===== config.mk =====
export PLATFORM = sky130hd
export DESIGN_NAME = de_bad_detect_mlane
export DESIGN_NICKNAME = d
export VERILOG_FILES = /design/src/rtl/de_bad_detect_mlane.sv
export SDC_FILE = /design/constraint.sdc
export NUM_CORES = 1
export LEC_CHECK = 0
export CELL_PAD_IN_SITES_DETAIL_PLACEMENT = 1
export CELL_PAD_IN_SITES_GLOBAL_PLACEMENT = 1
export CORE_MARGIN = 1.5
export CORE_UTILIZATION = 33
export DETAILED_ROUTE_END_ITERATION = 10
export HOLD_SLACK_MARGIN = 0.15
export PLACE_DENSITY = 0.82
export SLEW_MARGIN = 30
export SYNTH_ARGS = -nofsm -noshare
export SYNTH_HDL_FRONTEND = slang
export SYNTH_SLANG_ARGS = --single-unit

===== constraint.sdc =====
create_clock -name clk -period 5.6 [get_ports clk]
set_clock_uncertainty 0.05 [all_clocks]
set_input_delay 0.56 -clock clk [delete_from_list [all_inputs] [get_ports clk]]
set_output_delay 0.56 -clock clk [all_outputs]
set_load 0.01 [all_outputs]

===== src/rtl/de_bad_detect_mlane.sv =====
// rtl/de_bad_detect_mlane.sv - multi-lane illegal-opcode detector with one register stage and sticky fault capture
// Optional consumed-bad-lane counter: define DE_BADCNT_EN.
module de_bad_detect_mlane #(
    parameter int          LANES          = 2,
    parameter logic [63:0] BAD_MASK       = 64'h0000_080C_0FF0_080C,
    parameter logic [63:0] LONG_ONLY_MASK = 64'h0,
    parameter logic [7:0]  SHORT_BAD_MASK = 8'h80,
    parameter int          CNT_W          = 16,
    localparam int         LW             = (LANES > 1) ? $clog2(LANES) : 1
) (
    input  logic                  clk,
    input  logic                  rst,
    input  logic                  in_valid,
    output logic                  in_ready,
    input  logic [LANES-1:0]      in_lane_en,
    input  logic [64*LANES-1:0]   in_opcode,
    input  logic                  flush,
    output logic                  out_valid,
    input  logic                  out_ready,
    output logic [LANES-1:0]      out_bad,
    output logic                  out_any_bad,
    output logic [LW-1:0]         out_first_bad,
    output logic                  fault_pending,
    output logic [LW-1:0]         fault_lane,
    output logic [63:0]           fault_opcode,
    output logic                  fault_overrun,
    input  logic                  fault_ack,
    output logic [CNT_W-1:0]      bad_count
);

    typedef enum logic {IDLE, HELD} state_t;

    state_t              state, stateNext;
    logic [LANES-1:0]    laneBad;
    logic [LW-1:0]       firstBad;
    logic [64*LANES-1:0] opReg;
    logic [63:0]         selOp;
    logic [LW-1:0]       laneNext;
    logic [63:0]         opNext;
    logic                overrunNext;
    logic                xfer;
    logic                consume;

    function automatic logic classify(input logic [63:0] w);
        logic is16, is32, is64;
        is16 = ~w[63];
        is32 = (w[63:62] == 2'b10);
        is64 = (w[63:62] == 2'b11);
        return (is16 & SHORT_BAD_MASK[w[62:60]])
             | ((is32 | is64) & BAD_MASK[w[61:56]])
             | (is32 & LONG_ONLY_MASK[w[61:56]]);
    endfunction

    always_comb begin
        laneBad  = '0;
        firstBad = '0;
        for (int i = 0; i < LANES; i++) begin
            laneBad[i] = in_lane_en[i] & classify(in_opcode[64*i +: 64]);
        end
        // Scan downward so the lowest-index bad lane wins.
        for (int i = LANES - 1; i >= 0; i--) begin
            if (laneBad[i]) firstBad = LW'(i);
        end
    end

    assign in_ready = ~out_valid | out_ready;
    assign xfer     = in_valid & in_ready;
    assign consume  = out_valid & out_ready & out_any_bad & ~flush;

    always_ff @(posedge clk or posedge rst) begin
        if (rst) begin
            out_valid     <= 1'b0;
            out_bad       <= '0;
            out_any_bad   <= 1'b0;
            out_first_bad <= '0;
            opReg         <= '0;
        end else if (flush) begin
            out_valid <= 1'b0;
        end else if (xfer) begin
            out_valid     <= 1'b1;
            out_bad       <= laneBad;
            out_any_bad   <= |laneBad;
            out_first_bad <= firstBad;
            opReg         <= in_opcode;
        end else if (out_valid & out_ready) begin
            out_valid <= 1'b0;
        end
    end

    always_comb begin
        selOp = opReg[63:0];
        for (int i = 0; i < LANES; i++) begin
            if (out_first_bad == LW'(i)) selOp = opReg[64*i +: 64];
        end
    end

    always_comb begin
        stateNext   = state;
        laneNext    = fault_lane;
        opNext      = fault_opcode;
        overrunNext = fault_overrun;
        case (state)
            IDLE: begin
                if (consume) begin
                    stateNext = HELD;
                    laneNext  = out_first_bad;
                    opNext    = selOp;
                end
            end
            HELD: begin
                if (fault_ack) begin
                    overrunNext = 1'b0;
                    if (consume) begin
                        laneNext = out_first_bad;
                        opNext   = selOp;
                    end else begin
                        stateNext = IDLE;
                    end
                end else if (consume) begin
                    overrunNext = 1'b1;
                end
            end
            default: stateNext = IDLE;
        endcase
    end

    always_ff @(posedge clk or posedge rst) begin
        if (rst) begin
            state         <= IDLE;
            fault_lane    <= '0;
            fault_opcode  <= '0;
            fault_overrun <= 1'b0;
        end else begin
            state         <= stateNext;
            fault_lane    <= laneNext;
            fault_opcode  <= opNext;
            fault_overrun <= overrunNext;
        end
    end

    assign fault_pending = (state == HELD);

`ifdef DE_BADCNT_EN
    logic [CNT_W-1:0] cnt;
    logic [2:0]       popCnt;
    logic [CNT_W+2:0] cntSum;

    always_comb begin
        popCnt = '0;
        for (int i = 0; i < LANES; i++) begin
            popCnt = popCnt + {2'b00, out_bad[i]};
        end
        cntSum = {3'b000, cnt} + {{CNT_W{1'b0}}, popCnt};
    end

    always_ff @(posedge clk or posedge rst) begin
        if (rst) begin
            cnt <= '0;
        end else if (consume) begin
            cnt <= (cntSum > {3'b000, {CNT_W{1'b1}}}) ? {CNT_W{1'b1}} : cntSum[CNT_W-1:0];
        end
    end

    assign bad_count = cnt;
`else
    assign bad_count = '0;
`endif

endmodule

; ---- After elaboration in Yosys (flattened, before gate mapping)
; Memories as Yosys holds them, arrays and structs flattened.
; Cells that the tools add are included.
[totals]
mem_bits_ro = 272
output_inout_bits = 89
latchBits = 0
memories = 6
ramBits = 0
word_cells = 76
ff_bits = 200
inputBits = 136
[mem_list]
columns = name, depth, word_bits, rd, rd_ports_with_merged_regs, wr, line_no
row1 = (no name shown), 64, 1, 1, 0, 0, 51  ; | (is32 & LONG_ONLY_MASK[w[61:56]]);
row2 = (no name shown), 64, 1, 1, 0, 0, 50  ; | ((is32 | is64) & BAD_MASK[w[61:56]])
row3 = (no name shown), 64, 1, 1, 0, 0, 51
row4 = (no name shown), 64, 1, 1, 0, 0, 50
row5 = (no name shown), 8, 1, 1, 0, 0, 49  ; return (is16 & SHORT_BAD_MASK[w[62:60]])
row6 = (no name shown), 8, 1, 1, 0, 0, 49
[classes]
n_eq_ne = 5
mux = 23
multipliers = 0
addsub = 0
bitwise = 24
n_div = 0
reduce_logical = 5
n_lt_le_gt_ge = 4
shift = 0
[ops]
columns = operator, n
row1 = 64-bit two-way mux, 3
row2 = 64-bit case mux with 2 select lines, 1
row3 = 1-bit two-way mux, 17
row4 = "6-bit by 7-bit less-than comparator with 1-bit output, second input constant", 2
row5 = 1-bit bitwise AND, 12
row6 = "2-bit equality test, second input constant", 4
row7 = "3-bit by 4-bit less-than comparator with 1-bit output, second input constant", 2
row8 = 1-bit OR, 7
row9 = 1-bit NOT, 5
row10 = 1-bit case mux with 2 select lines, 2
row11 = 2-bit AND reduction, 2
row12 = 3-bit nonzero test, 1
row13 = "2-bit != test, second input constant", 1
row14 = 2-bit nonzero test, 1
row15 = 2-bit OR reduction, 1

; ---- Longest topological paths before layout
; Gate-level depths: netlist of the first run.
[logic_depth]
depth_word = 8
ltp_mapped = 7
depth_no_buf = 4

; ---- Least setup slack after synthesis of the first run
; No wires, ideal clock.
[synth_path]
path_kind = input to register
startpoint = in flush
endpoint = reg fault_lane
stages = 4
arrival_ps = 1414
setup_ps = 125
t_required_ps = 5425
path_slack_ps = 4011
n_path_buf = 1
cell_sequence = nand4b_1 a21oi_2 buf_6 mux2_2
[synth_between]
elab_chain_len = 5
[synth_rtl]
columns = item, line_no
row1 = start: declaration, 17  ; input logic flush,
row2 = 1-bit NOT (no source line) *, -
row3 = 1-bit bitwise AND *, 68  ; assign consume = out_valid & out_ready & out_any_bad & ~flush;
row4 = 1-bit two-way mux *, -
row5 = 1-bit two-way mux, -
row6 = 1-bit case mux with 2 select lines *, -
row7 = end signal: assignment, 135  ; fault_lane <= laneNext;
row8 = end: declaration, 24  ; output logic [LW-1:0] fault_lane,
; Mark *: on every way between the ends. The rest lies on a longest branch, timed or not. The select of a mux whose other input is x is not followed.
; A chain may end at the register's enable or synchronous reset.

; ---- Worst setup path after layout of the first run
[layout_path]
startpoint = in in_valid
endpoint = reg out_any_bad
[layout_between]
elab_chain_len = 2
[layout_rtl]
columns = item, line_no
row1 = start: declaration, 13  ; input logic in_valid,
row2 = 1-bit bitwise AND, 67  ; assign xfer = in_valid & in_ready;
row3 = 2-bit AND reduction (no source line), -
row4 = end signal: assignment, 82  ; out_any_bad <= |laneBad;
row5 = end: declaration, 21  ; output logic out_any_bad,
; No other way between the ends.

==> metrics.log, run 1 <==
INFO  metric run_status = complete, no violations
INFO  metric postSynthAreaPerCell = 9.67 um2
INFO  metric fin_ws = 2.94 ns
INFO  metric pin_count = 225
INFO  metric synthesis.instances = 883
INFO  metric cts_made_buffers = 17
INFO  metric synthToLayoutAreaGrowth = 32.4%
INFO  metric detail-route-antenna-nets = 0
INFO  metric cellInternalPower = 3.00 mW
INFO  metric drt_pass1_iterations = 5
INFO  metric cellLeakagePower = 5.20 nW
INFO  metric crit_path_end_kind = register
INFO  metric synth_edf_count = 0
INFO  metric cp.arrival = 2.96 ns
INFO  metric min_delay_path_depth = 2
INFO  metric post_cts_resized = 0
INFO  metric net_switching_power = 1.36 mW
INFO  metric power_frac_seq = 0.457
INFO  metric post_synth_top_area_share = 0.586
INFO  metric critical_path.max_fanout = 54
INFO  metric fin_nets = 1204
INFO  metric synth-main-ff-cell = sky130_fd_sc_hd__dfrtp_1
INFO  metric synthArstFlopShare = 1.00
INFO  metric worst_ir_drop_vdd = 0.179 mV
INFO  metric vias_per_cell = 4.62
INFO  metric clock_tree_sinks = 200
INFO  metric cts.repair_timing.setup_buffer_count = 0
INFO  metric ys.warnings.count = 0
INFO  metric clkTransAtPathRegs = 0.07 ns
INFO  metric reg2reg_setup_slack = 3.13 ns
INFO  metric hold_buffers = 0
INFO  metric number_of_global_route_vias_before_repair = 6906
INFO  metric hold_path_startpoint = opReg[39]
INFO  metric preCtsSetupSlack = 2.47 ns
INFO  metric critical_path.reg2reg.startpoint = out_any_bad
INFO  metric yosys.area.top_type = sky130_fd_sc_hd__dfrtp_1
INFO  metric startpoint_of_the_worst_setup_timing_path = in_valid
INFO  metric worstRegToRegCells = 6
INFO  metric max_clock_freq = 0.377 GHz
INFO  metric vias = 6512
INFO  metric relSlewSlack = 0.462
INFO  metric post-layout-total-power = 4.36 mW
INFO  metric swShare = 0.312
INFO  metric place_hpwl = 15600 um
INFO  metric gr-total-overflow = 0
INFO  metric power_frac_comb = 0.268
INFO  metric cp_data_required_time = 5.90 ns
INFO  metric finalCriticalPeriod = 2.66 ns
INFO  metric gpl.final_weighted_congestion = 0.742
INFO  metric grt_setup_unrepaired = no
INFO  metric sequential_to_total_area_share_from_yosys_stat = 0.586
INFO  metric synth_area = 0.00853 mm2
INFO  metric clock_latency = 0.44 ns
INFO  metric core.rowCount = 58
INFO  metric die_height = 164 um
INFO  metric design.die.area = 0.0268 mm2
INFO  metric grt_util_all_layers = 0.174
INFO  metric timing.final.max_slew_violations = 0
INFO  metric antenna_violations_before_repair = 1
INFO  metric root_buffer = sky130_fd_sc_hd__clkbuf_16
INFO  metric power_per_cell_area = 386 mW/mm2
INFO  metric drv_cap = 0
INFO  metric timing.final.crit_share = 0.474
INFO  metric drtIter0Drc = 270
INFO  metric routedWlPerCell = 16.1 um
INFO  metric synthTopCellsByCount = sky130_fd_sc_hd__nand2_1, sky130_fd_sc_hd__dfrtp_1, sky130_fd_sc_hd__nor2_1
INFO  metric postSynthRegisterBits = 200
INFO  metric hold-path-endpoint = opReg[39]
INFO  metric synth_cell_types = 33
INFO  metric leading_cell_type_by_number_of_instances_after_synthesis = sky130_fd_sc_hd__nand2_1
INFO  metric final_routed_wirelength_across_all_metal_layers = 22700 um
INFO  metric critical_path.startpoint_type = input port
INFO  metric drive_gt1_frac = 0.0870
INFO  metric cts.htree.levels = 4
INFO  metric synthTopCellsByArea = sky130_fd_sc_hd__dfrtp_1, sky130_fd_sc_hd__nand2_1, sky130_fd_sc_hd__mux2i_1, sky130_fd_sc_hd__a21oi_2, sky130_fd_sc_hd__nor2_1
INFO  metric route.detailed.drc = 0
INFO  metric r2r-end = fault_opcode[7]
INFO  metric grt_max_degree = 113
INFO  metric cts_buffer_depth = 2
INFO  metric worstSetupPathType = in -> reg
INFO  metric coreArea = 0.0253 mm2
INFO  metric hold_class = reg -> reg
INFO  metric finalHoldViolCount = 0
INFO  metric num_antenna_cells = 0
INFO  metric setup_total_negative_slack = 0 ns
INFO  metric placedInstanceArea = 0.0107 mm2
INFO  metric timing_worst_slew_pin_value = 0.807 ns
INFO  metric global_route_wire_length_before_repair = 36300 um
INFO  metric tritoncts_clock_tree = yes
INFO  metric port_buffers = 208
INFO  metric die_width = 164 um
INFO  metric floorplan.initialDensity = 0.338
INFO  metric clock_power_share = 0.275
INFO  metric final-setup-viol-count = 0
INFO  metric finished_cell_area = 0.0113 mm2
power by group through the flow:
stage          combinational, mW  clock, mW  sequential [mW]
2_1_floorplan              0.506          0             2.04
3_3_place_gp                1.14          0             2.01
3_5_place_dp                1.18          0             2.02
4_1_cts                     1.19       1.24             2.00
5_1_grt                     1.28       1.29             2.03
6_report                    1.17       1.20             1.99
cells in the final DEF, fill, tap and decap left out, drive strengths merged, types with 2 or more instances in the layout:
master and instances:
nand2 386, clkdlybuf4s50 208, dfrtp 200, nor2 70, a21oi 66, mux2i 64
clkbuf 19, conb 16, inv 11, buf 10, clkinv 4, nand2b 3
nor2b 2, nor4 2, nand4 2, clkinvlp 2
metrics by stage:
stage,cells,hold slack (ns),util
floorplan,898,0.395,-
finish,1411,0.428,0.447
global placement,1379,0.407,0.425
detailed placement,1379,0.412,0.425
global route,1411,0.444,0.447
CTS,1411,0.431,0.447
worst max-delay path, stage by stage:
cell                              delay (ns)
sky130_fd_sc_hd__clkdlybuf4s50_1        0.47
sky130_fd_sc_hd__nor2b_1                0.48
sky130_fd_sc_hd__and2_4                 0.58
sky130_fd_sc_hd__buf_4                  0.59
sky130_fd_sc_hd__nor2_1                 0.10
sky130_fd_sc_hd__o21bai_1               0.16
sequential cells by signal, indices dropped and copies added (netlist names):
register / cells
out_any_bad: 1
fault_lane: 1
fault_opcode: 64
out_bad: 2
fault_pending: 1
fault_overrun: 1
out_valid: 1
out_first_bad: 1
opReg: 128
logic make-up after synthesis:
group / after synthesis / share of synthesized area
and+or+nand+nor: 471 / 0.213
DFF: 200 / 0.586
AOI/OAI and AO/OA: 73 / 0.0655
buffers and inverters: 71 / 0.0563
muxes: 65 / 0.0764
xor gates and xnor gates: 2 / 0.00205
other: 1 / 0.000439
layout make-up:
class,instances,area (um2)
fill,2872,14000
inverter,4,18.8
clock buffer,19,433
timing repair buffer,218,2170
multi-input combinational,627,3120
clock inverter,13,133
tap,330,413
sequential,200,5010
per-layer routing:
metal  track usage  routed length (um)
met3        0.0444                1310
met5             0                  17
met2         0.285               10800
met4        0.0488                 288
met1         0.229               10300
how the worst max path moves through the flow:
stage | end | slack [ns] | cells past startpoint
2_1_floorplan | fault_lane | 2.40 | 1
3_3_place_gp | out_any_bad | 2.52 | 6
3_5_place_dp | out_any_bad | 2.47 | 6
4_1_cts | opReg[114] | 2.89 | 6
5_1_grt | out_any_bad | 2.74 | 6
6_report | out_any_bad | 2.94 | 6
Power figures use the tool's default switching activity.
==> inputs of run 2 (changes only) <==
- CORE_UTILIZATION: 33 -> 37
- PLACE_DENSITY: 0.82 -> 0.87
- clock period: 5.6 -> 2.66 ns (I/O delays scaled with it)
==> metrics.log, run 2 (synthesis gave the netlist of run 1 again) <==
INFO  metric run_status = complete, no violations (unchanged)
INFO  metric maximum_cell_stage_delay_along_the_critical_path = 0.74 ns (was 0.59 ns)
INFO  metric timing.final.crit_share = 0.791
INFO  metric cts.repair_timing.setup_buffer_count = 0 (unchanged)
INFO  metric cp_data_required_time = 2.34 ns (was 5.90 ns)
INFO  metric synthToLayoutAreaGrowth = 33.4% (was 32.4%)
INFO  metric finalCriticalPeriod = 2.10 ns
INFO  metric hold-path-endpoint = opReg[16] (was opReg[39])
INFO  metric drt_pass1_iterations = 4 (was 5)
INFO  metric detail-route-antenna-nets = 0 (unchanged)
INFO  metric root_buffer = sky130_fd_sc_hd__clkbuf_16 (unchanged)
INFO  metric most_used_cells_in_the_layout_excluding_fill_and_tap_cells = sky130_fd_sc_hd__nand2_1, sky130_fd_sc_hd__clkdlybuf4s50_1, sky130_fd_sc_hd__dfrtp_1, sky130_fd_sc_hd__nor2_1, sky130_fd_sc_hd__mux2i_1 (unchanged)
INFO  metric worst_ir_drop_vdd = 0.384 mV (was 0.179 mV)
INFO  metric max_clock_freq = 0.475 GHz
INFO  metric vias = 6579 (was 6512)
INFO  metric crit_path_end_kind = output port (was register)
INFO  metric global_route_wire_length_before_repair = 37300 um (was 36300 um)
INFO  metric drtIter0Drc = 222 (was 270)
INFO  metric drive_gt1_frac = 0.0894 (was 0.0870)
INFO  metric floorplan.initialDensity = 0.377 (was 0.338)
INFO  metric timing.critical_path.max_delay_family = flip-flops (was simple AND/OR/NAND/NOR gates)
INFO  metric clkTransAtPathRegs = 0.08 ns (was 0.07 ns)
INFO  metric place_hpwl = 16200 um (was 15600 um)
INFO  metric layout_commonest_cell = sky130_fd_sc_hd__nand2_1 (unchanged)
INFO  metric reg2reg_setup_slack = 0.87 ns (was 3.13 ns)
INFO  metric path_buf_inv = 1 (was 2)
INFO  metric timing_worst_slew_pin_value = 0.709 ns (was 0.807 ns)
INFO  metric pin_count = 225 (unchanged)
INFO  metric clock_tree_sinks = 200 (unchanged)
INFO  metric cellLeakagePower = 5.25 nW (was 5.20 nW)
INFO  metric worstRegToRegCells = 5 (was 6)
INFO  metric fin_nets = 1208 (was 1204)
INFO  metric core.rowCount = 55 (was 58)
INFO  metric final_routed_wirelength_across_all_metal_layers = 23000 um (was 22700 um)
INFO  metric clock_latency = 0.42 ns (was 0.44 ns)
INFO  metric cp.arrival = 1.79 ns (was 2.96 ns)
INFO  metric cts_buffer_depth = 2 (unchanged)
INFO  metric drv_cap = 0 (unchanged)
INFO  metric r2r-end = fault_opcode[12] (was fault_opcode[7])
INFO  metric number_of_flip_flops_in_the_largest_register = 128 (unchanged)
INFO  metric hold_class = in -> reg (was reg -> reg)
INFO  metric die_height = 155 um (was 164 um)
INFO  metric critical_path.startpoint_type = register (was input port)
INFO  metric worstSetupPathType = reg -> out (was in -> reg)
INFO  metric power_per_cell_area = 816 mW/mm2 (was 386 mW/mm2)
INFO  metric hold_path_startpoint = in_opcode[16] (was opReg[39])
INFO  metric number_of_global_route_vias_before_repair = 7278 (was 6906)
INFO  metric final_core_util = 0.503 (was 0.447)
INFO  metric min_delay_path_depth = 3 (was 2)
INFO  metric grt_setup_unrepaired = no (unchanged)
INFO  metric relSlewSlack = 0.527 (was 0.462)
INFO  metric routedWlPerCell = 16.8 um (was 16.1 um)
INFO  metric critical_path.max_fanout = 22 (was 54)
INFO  metric gpl.final_weighted_congestion = 0.784 (was 0.742)
INFO  metric cts.htree.levels = 4 (unchanged)
INFO  metric tritoncts_clock_tree = yes (unchanged)
INFO  metric crit_slowest_cell = sky130_fd_sc_hd__dfrtp_4 (was sky130_fd_sc_hd__buf_4)
INFO  metric post-layout-total-power = 9.29 mW (was 4.36 mW)
INFO  metric coreArea = 0.0226 mm2 (was 0.0253 mm2)
INFO  metric design.die.area = 0.0240 mm2 (was 0.0268 mm2)
INFO  metric cts_made_buffers = 17 (unchanged)
INFO  metric antenna_violations_before_repair = 1 (unchanged)
INFO  metric finalHoldViolCount = 0 (unchanged)
INFO  metric timing.final.max_slew_violations = 0 (unchanged)
INFO  metric grt_max_degree = 84 (was 113)
INFO  metric final-setup-viol-count = 0 (unchanged)
INFO  metric n_fill_cell = 2534 (was 2872)
INFO  metric largest_register = opReg (unchanged)
INFO  metric grt_util_all_layers = 0.199 (was 0.174)
INFO  metric vias_per_cell = 4.80 (was 4.62)
INFO  metric die_width = 155 um (was 164 um)
INFO  metric critical_path.reg2reg.startpoint = out_valid (was out_any_bad)
INFO  metric path_cells = clkdlybuf4s50_1 (was clkdlybuf4s50_1 > nor2b_1 > and2_4 > buf_4 > nor2_1 > o21bai_1)
INFO  metric port_buffers = 208 (unchanged)
INFO  metric route.detailed.drc = 0 (unchanged)
INFO  metric largestRegisters = opReg (128), fault_opcode (64), out_bad (2) (unchanged)
INFO  metric post_cts_resized = 0 (unchanged)
INFO  metric gr-total-overflow = 0 (unchanged)
## run 2: final cells by class
type | instances | area [um2] | area share
Timing Repair Buffer | 222 | 2290 | 0.201
Tap cell | 285 | 357 | 0.0313
Sequential cell | 200 | 5010 | 0.440
Clock buffer | 20 | 447 | 0.0392
Inverter | 4 | 18.8 | 0.00165
Antenna cell | 1 | 2.50 | 0.000220
Multi-Input combinational cell | 627 | 3120 | 0.274
Clock inverter | 12 | 135 | 0.0119
## run 2: power by group
part | total (mW) | switching [mW] | internal, mW
sequential | 4.18 | 0.455 | 3.73
clock | 2.57 | 1.22 | 1.36
combinational | 2.53 | 1.18 | 1.35
total | 9.29 | 2.85 | 6.44
## run 2: worst max-delay path by stage
| stage | endpoint | startpoint | cells after the start | slack [ns] |
|---|---|---|---|---|
| 4_1_cts | out_first_bad | out_first_bad | 1 | 0.51 |
| 2_1_floorplan | fault_lane | rst | 1 | -0.24 |
| 6_report | out_first_bad | out_first_bad | 1 | 0.56 |
| 5_1_grt | out_first_bad | out_first_bad | 1 | 0.47 |
| 3_3_place_gp | fault_opcode[46] | flush | 6 | 0.55 |
| 3_5_place_dp | fault_opcode[12] | flush | 6 | 0.45 |
## run 2: timing repair
item,4_1_cts,5_1_grt
hold buffers,1,0
setup endpoints to repair,0,0
hold endpoints to repair,7,0
## run 2: through the flow
step                cells  setup WS, ns  instance area, um2  TNS (ns)  hold WS, ns
floorplan             898        -0.244                8590    -48.87        0.279
global placement     1337         0.545               10800         0        0.408
detailed placement   1337         0.450               10800         0        0.412
CTS                  1370         0.509               11400         0        0.297
global route         1370         0.469               11400         0        0.306
finish               1371         0.556               11400         0        0.311
## run 2: layer usage
layer | track usage | up-vias | wire, um
met5 | 0 | - | 0
met2 | 0.348 | 171 | 11600
met4 | 0.0458 | 0 | 239
met3 | 0.0496 | 20 | 1120
met1 | 0.249 | 3261 | 10100
li1 | - | 3127 | -
==> inputs of run 3 (changes only) <==
- CORE_UTILIZATION: 37 -> 33
- PLACE_DENSITY: 0.87 -> 0.82
- clock period: 2.66 -> 1.7 ns (I/O delays scaled with it)
==> metrics.log, run 3 (synthesis gave the netlist of run 1 again) <==
INFO  metric finished_cell_area = 0.0118 mm2 (was 0.0114 mm2)
INFO  metric crit_slowest_cell = sky130_fd_sc_hd__dfrtp_4 (unchanged)
INFO  metric die_width = 164 um (was 155 um)
INFO  metric clock_tree_sinks = 200 (unchanged)
INFO  metric drive_gt1_frac = 0.116 (was 0.0894)
INFO  metric worstRegToRegCells = 7 (was 5)
INFO  metric max_clock_freq = 0.607 GHz
INFO  metric maximum_cell_stage_delay_along_the_critical_path = 0.51 ns (was 0.74 ns)
INFO  metric synthToLayoutAreaGrowth = 38.5% (was 33.4%)
INFO  metric largest_register = opReg (unchanged)
INFO  metric finalCriticalPeriod = 1.65 ns
INFO  metric critical_path.reg2reg.startpoint = out_any_bad (was out_valid)
INFO  metric clkTransAtPathRegs = 0.08 ns (about the same)
INFO  metric timing.final.max_slew_violations = 0 (unchanged)
INFO  metric power_per_cell_area = 1240 mW/mm2 (was 816 mW/mm2)
INFO  metric groute.layer.met2.usage = 0.302 (was 0.348)
INFO  metric worstSetupEndpoint = out_first_bad (unchanged)
INFO  metric startpoint_of_the_worst_setup_timing_path = out_first_bad (unchanged)
INFO  metric fin_ws = 0.0521 ns (was 0.556 ns)
INFO  metric crit_path_end_kind = output port (unchanged)
INFO  metric globalRouteMet3Util = 0.0470 (was 0.0496)
INFO  metric coreArea = 0.0253 mm2 (was 0.0226 mm2)
INFO  metric largestRegisters = opReg (128), fault_opcode (64), out_bad (2) (unchanged)
INFO  metric worst_ir_drop_vdd = 0.540 mV (was 0.384 mV)
INFO  metric post-layout-total-power = 14.6 mW (was 9.29 mW)
INFO  metric run_status = complete, no violations (unchanged)
INFO  metric routedWlPerCell = 16.2 um (was 16.8 um)
INFO  metric critical_path.max_fanout = 2 (was 22)
INFO  metric port_buffers = 208 (unchanged)
INFO  metric timing.critical_path.max_delay_family = flip-flops (unchanged)
INFO  metric path_cells = clkdlybuf4s50_1 (unchanged)
INFO  metric worstSetupPathType = reg -> out (unchanged)
INFO  metric placedInstanceArea = 0.0112 mm2 (was 0.0108 mm2)
INFO  metric cts.htree.levels = 4 (unchanged)
INFO  metric number_of_global_route_vias_before_repair = 7176 (was 7278)
INFO  metric antenna_violations_before_repair = 0 (was 1)
INFO  metric worst_hold_slack = 0.221 ns (was 0.311 ns)
INFO  metric num_antenna_cells = 0 (was 1)
INFO  metric gpl.final_weighted_congestion = 0.771 (was 0.784)
INFO  metric grt_max_degree = 55 (was 84)
INFO  metric hold_class = in -> reg (unchanged)
INFO  metric grt_util_all_layers = 0.181 (was 0.199)
INFO  metric pin_count = 225 (unchanged)
INFO  metric final_routed_wirelength_across_all_metal_layers = 23400 um (was 23000 um)
INFO  metric clock_latency = 0.42 ns (about the same)
INFO  metric fin_nets = 1238 (was 1208)
INFO  metric die_height = 164 um (was 155 um)
INFO  metric design.die.area = 0.0268 mm2 (was 0.0240 mm2)
INFO  metric vias_per_cell = 4.55 (was 4.80)
INFO  metric tritoncts_clock_tree = yes (unchanged)
INFO  metric timing.final.crit_share = 0.969
INFO  metric vias = 6569 (was 6579)
INFO  metric cp_data_required_time = 1.48 ns (was 2.34 ns)
INFO  metric cellLeakagePower = 5.48 nW (was 5.25 nW)
INFO  metric root_buffer = sky130_fd_sc_hd__clkbuf_16 (unchanged)
INFO  metric gr-total-overflow = 0 (unchanged)
INFO  metric drv_cap = 0 (unchanged)
INFO  metric final-setup-viol-count = 0 (unchanged)
INFO  metric drtIter0Drc = 347 (was 222)
INFO  metric critical_path_depth = 1 (unchanged)
INFO  metric reg2reg_setup_slack = 0.21 ns (was 0.87 ns)
INFO  metric n_fill_cell = 2856 (was 2534)
INFO  metric cp.arrival = 1.43 ns (was 1.79 ns)
INFO  metric grt-busiest-layer = met2 (unchanged)
INFO  metric cts_made_buffers = 17 (unchanged)
INFO  metric core.rowCount = 58 (was 55)
INFO  metric cts_buffer_depth = 2 (unchanged)
INFO  metric layout_commonest_cell = sky130_fd_sc_hd__nand2_1 (unchanged)
INFO  metric place_hpwl = 17000 um (was 16200 um)
INFO  metric number_of_flip_flops_in_the_largest_register = 128 (unchanged)
INFO  metric preCtsSetupSlack = -0.144 ns (was 0.450 ns)
INFO  metric path_buf_inv = 1 (unchanged)
INFO  metric critical_path.startpoint_type = register (unchanged)
INFO  metric route.detailed.drc = 0 (unchanged)
INFO  metric floorplan.initialDensity = 0.338 (was 0.377)
INFO  metric global_route_wire_length_before_repair = 37700 um (was 37300 um)
INFO  metric drt_pass1_iterations = 4 (unchanged)
INFO  metric r2r-end = fault_opcode[24] (was fault_opcode[12])
INFO  metric finalHoldViolCount = 0 (unchanged)
INFO  metric detail-route-antenna-nets = 0 (unchanged)
INFO  metric most_used_cells_in_the_layout_excluding_fill_and_tap_cells = sky130_fd_sc_hd__nand2_1, sky130_fd_sc_hd__clkdlybuf4s50_1, sky130_fd_sc_hd__dfrtp_1, sky130_fd_sc_hd__nor2_1, sky130_fd_sc_hd__mux2i_1 (unchanged)
INFO  metric groute.layer.met1.usage = 0.237 (was 0.249)
INFO  metric grt_setup_unrepaired = no (unchanged)
-- run 3: worst min-delay path by stage --
stage	start	endpoint	slack, ns	cells after the start
finish	in_opcode[99]	opReg[99]	0.22	3
global route	in_opcode[99]	opReg[99]	0.20	3
CTS	in_opcode[99]	opReg[99]	0.20	3
detailed placement	opReg[10]	opReg[10]	0.41	2
global placement	opReg[56]	opReg[56]	0.41	2
floorplan	flush	out_valid	0.18	1
-- run 3: layer usage --
metal | vias up | share of wire
met3 | 14 | 0.051
met2 | 152 | 0.48
met1 | 3220 | 0.46
met4 | 0 | 0.0089
li1 | 3183 | -
met5 | - | 0
-- run 3: repair_timing --
action                                 in CTS  in global routing
resized for setup                           2                  3
buffers inserted                            1                  0
endpoints found under the hold margin       3                  0
hold buffers                                1                  0
setup endpoints to repair                   3                  3
-- run 3: report_power, final --
group	total, mW	internal [mW]	leakage (nW)	switching (mW)
clock network	4.07	2.10	0.283	1.97
registers	6.50	5.83	2.42	0.670
logic	4.05	2.20	2.77	1.85
-- run 3: layout make-up --
class	count	area (um2)	share of cell area
Sequential cell	200	5010	0.424
Multi-Input combinational cell	627	3120	0.264
Timing Repair Buffer	252	2670	0.226
Clock buffer	18	429	0.0363
Tap cell	330	413	0.0349
Clock inverter	14	160	0.0135
Inverter	4	18.8	0.00159
-- run 3: worst reg2reg max path: stages, from the launching register on --
cell and delay [ns]:
sky130_fd_sc_hd__dfrtp_1 0.42, sky130_fd_sc_hd__nand4b_1 0.11, sky130_fd_sc_hd__buf_4 0.16, sky130_fd_sc_hd__a21oi_4 0.13
sky130_fd_sc_hd__buf_4 0.19, sky130_fd_sc_hd__buf_4 0.17, sky130_fd_sc_hd__nor2_1 0.05, sky130_fd_sc_hd__a21oi_1 0.14
-- run 3: metrics by stage --
step,setup TNS (ns),std cells,util
after floorplan,-221.67,898,-
after global placement,-2.90,1411,0.444
after detailed placement,-9.72,1411,0.444
after CTS,0,1445,0.468
after global routing,0,1445,0.468
final,0,1445,0.468
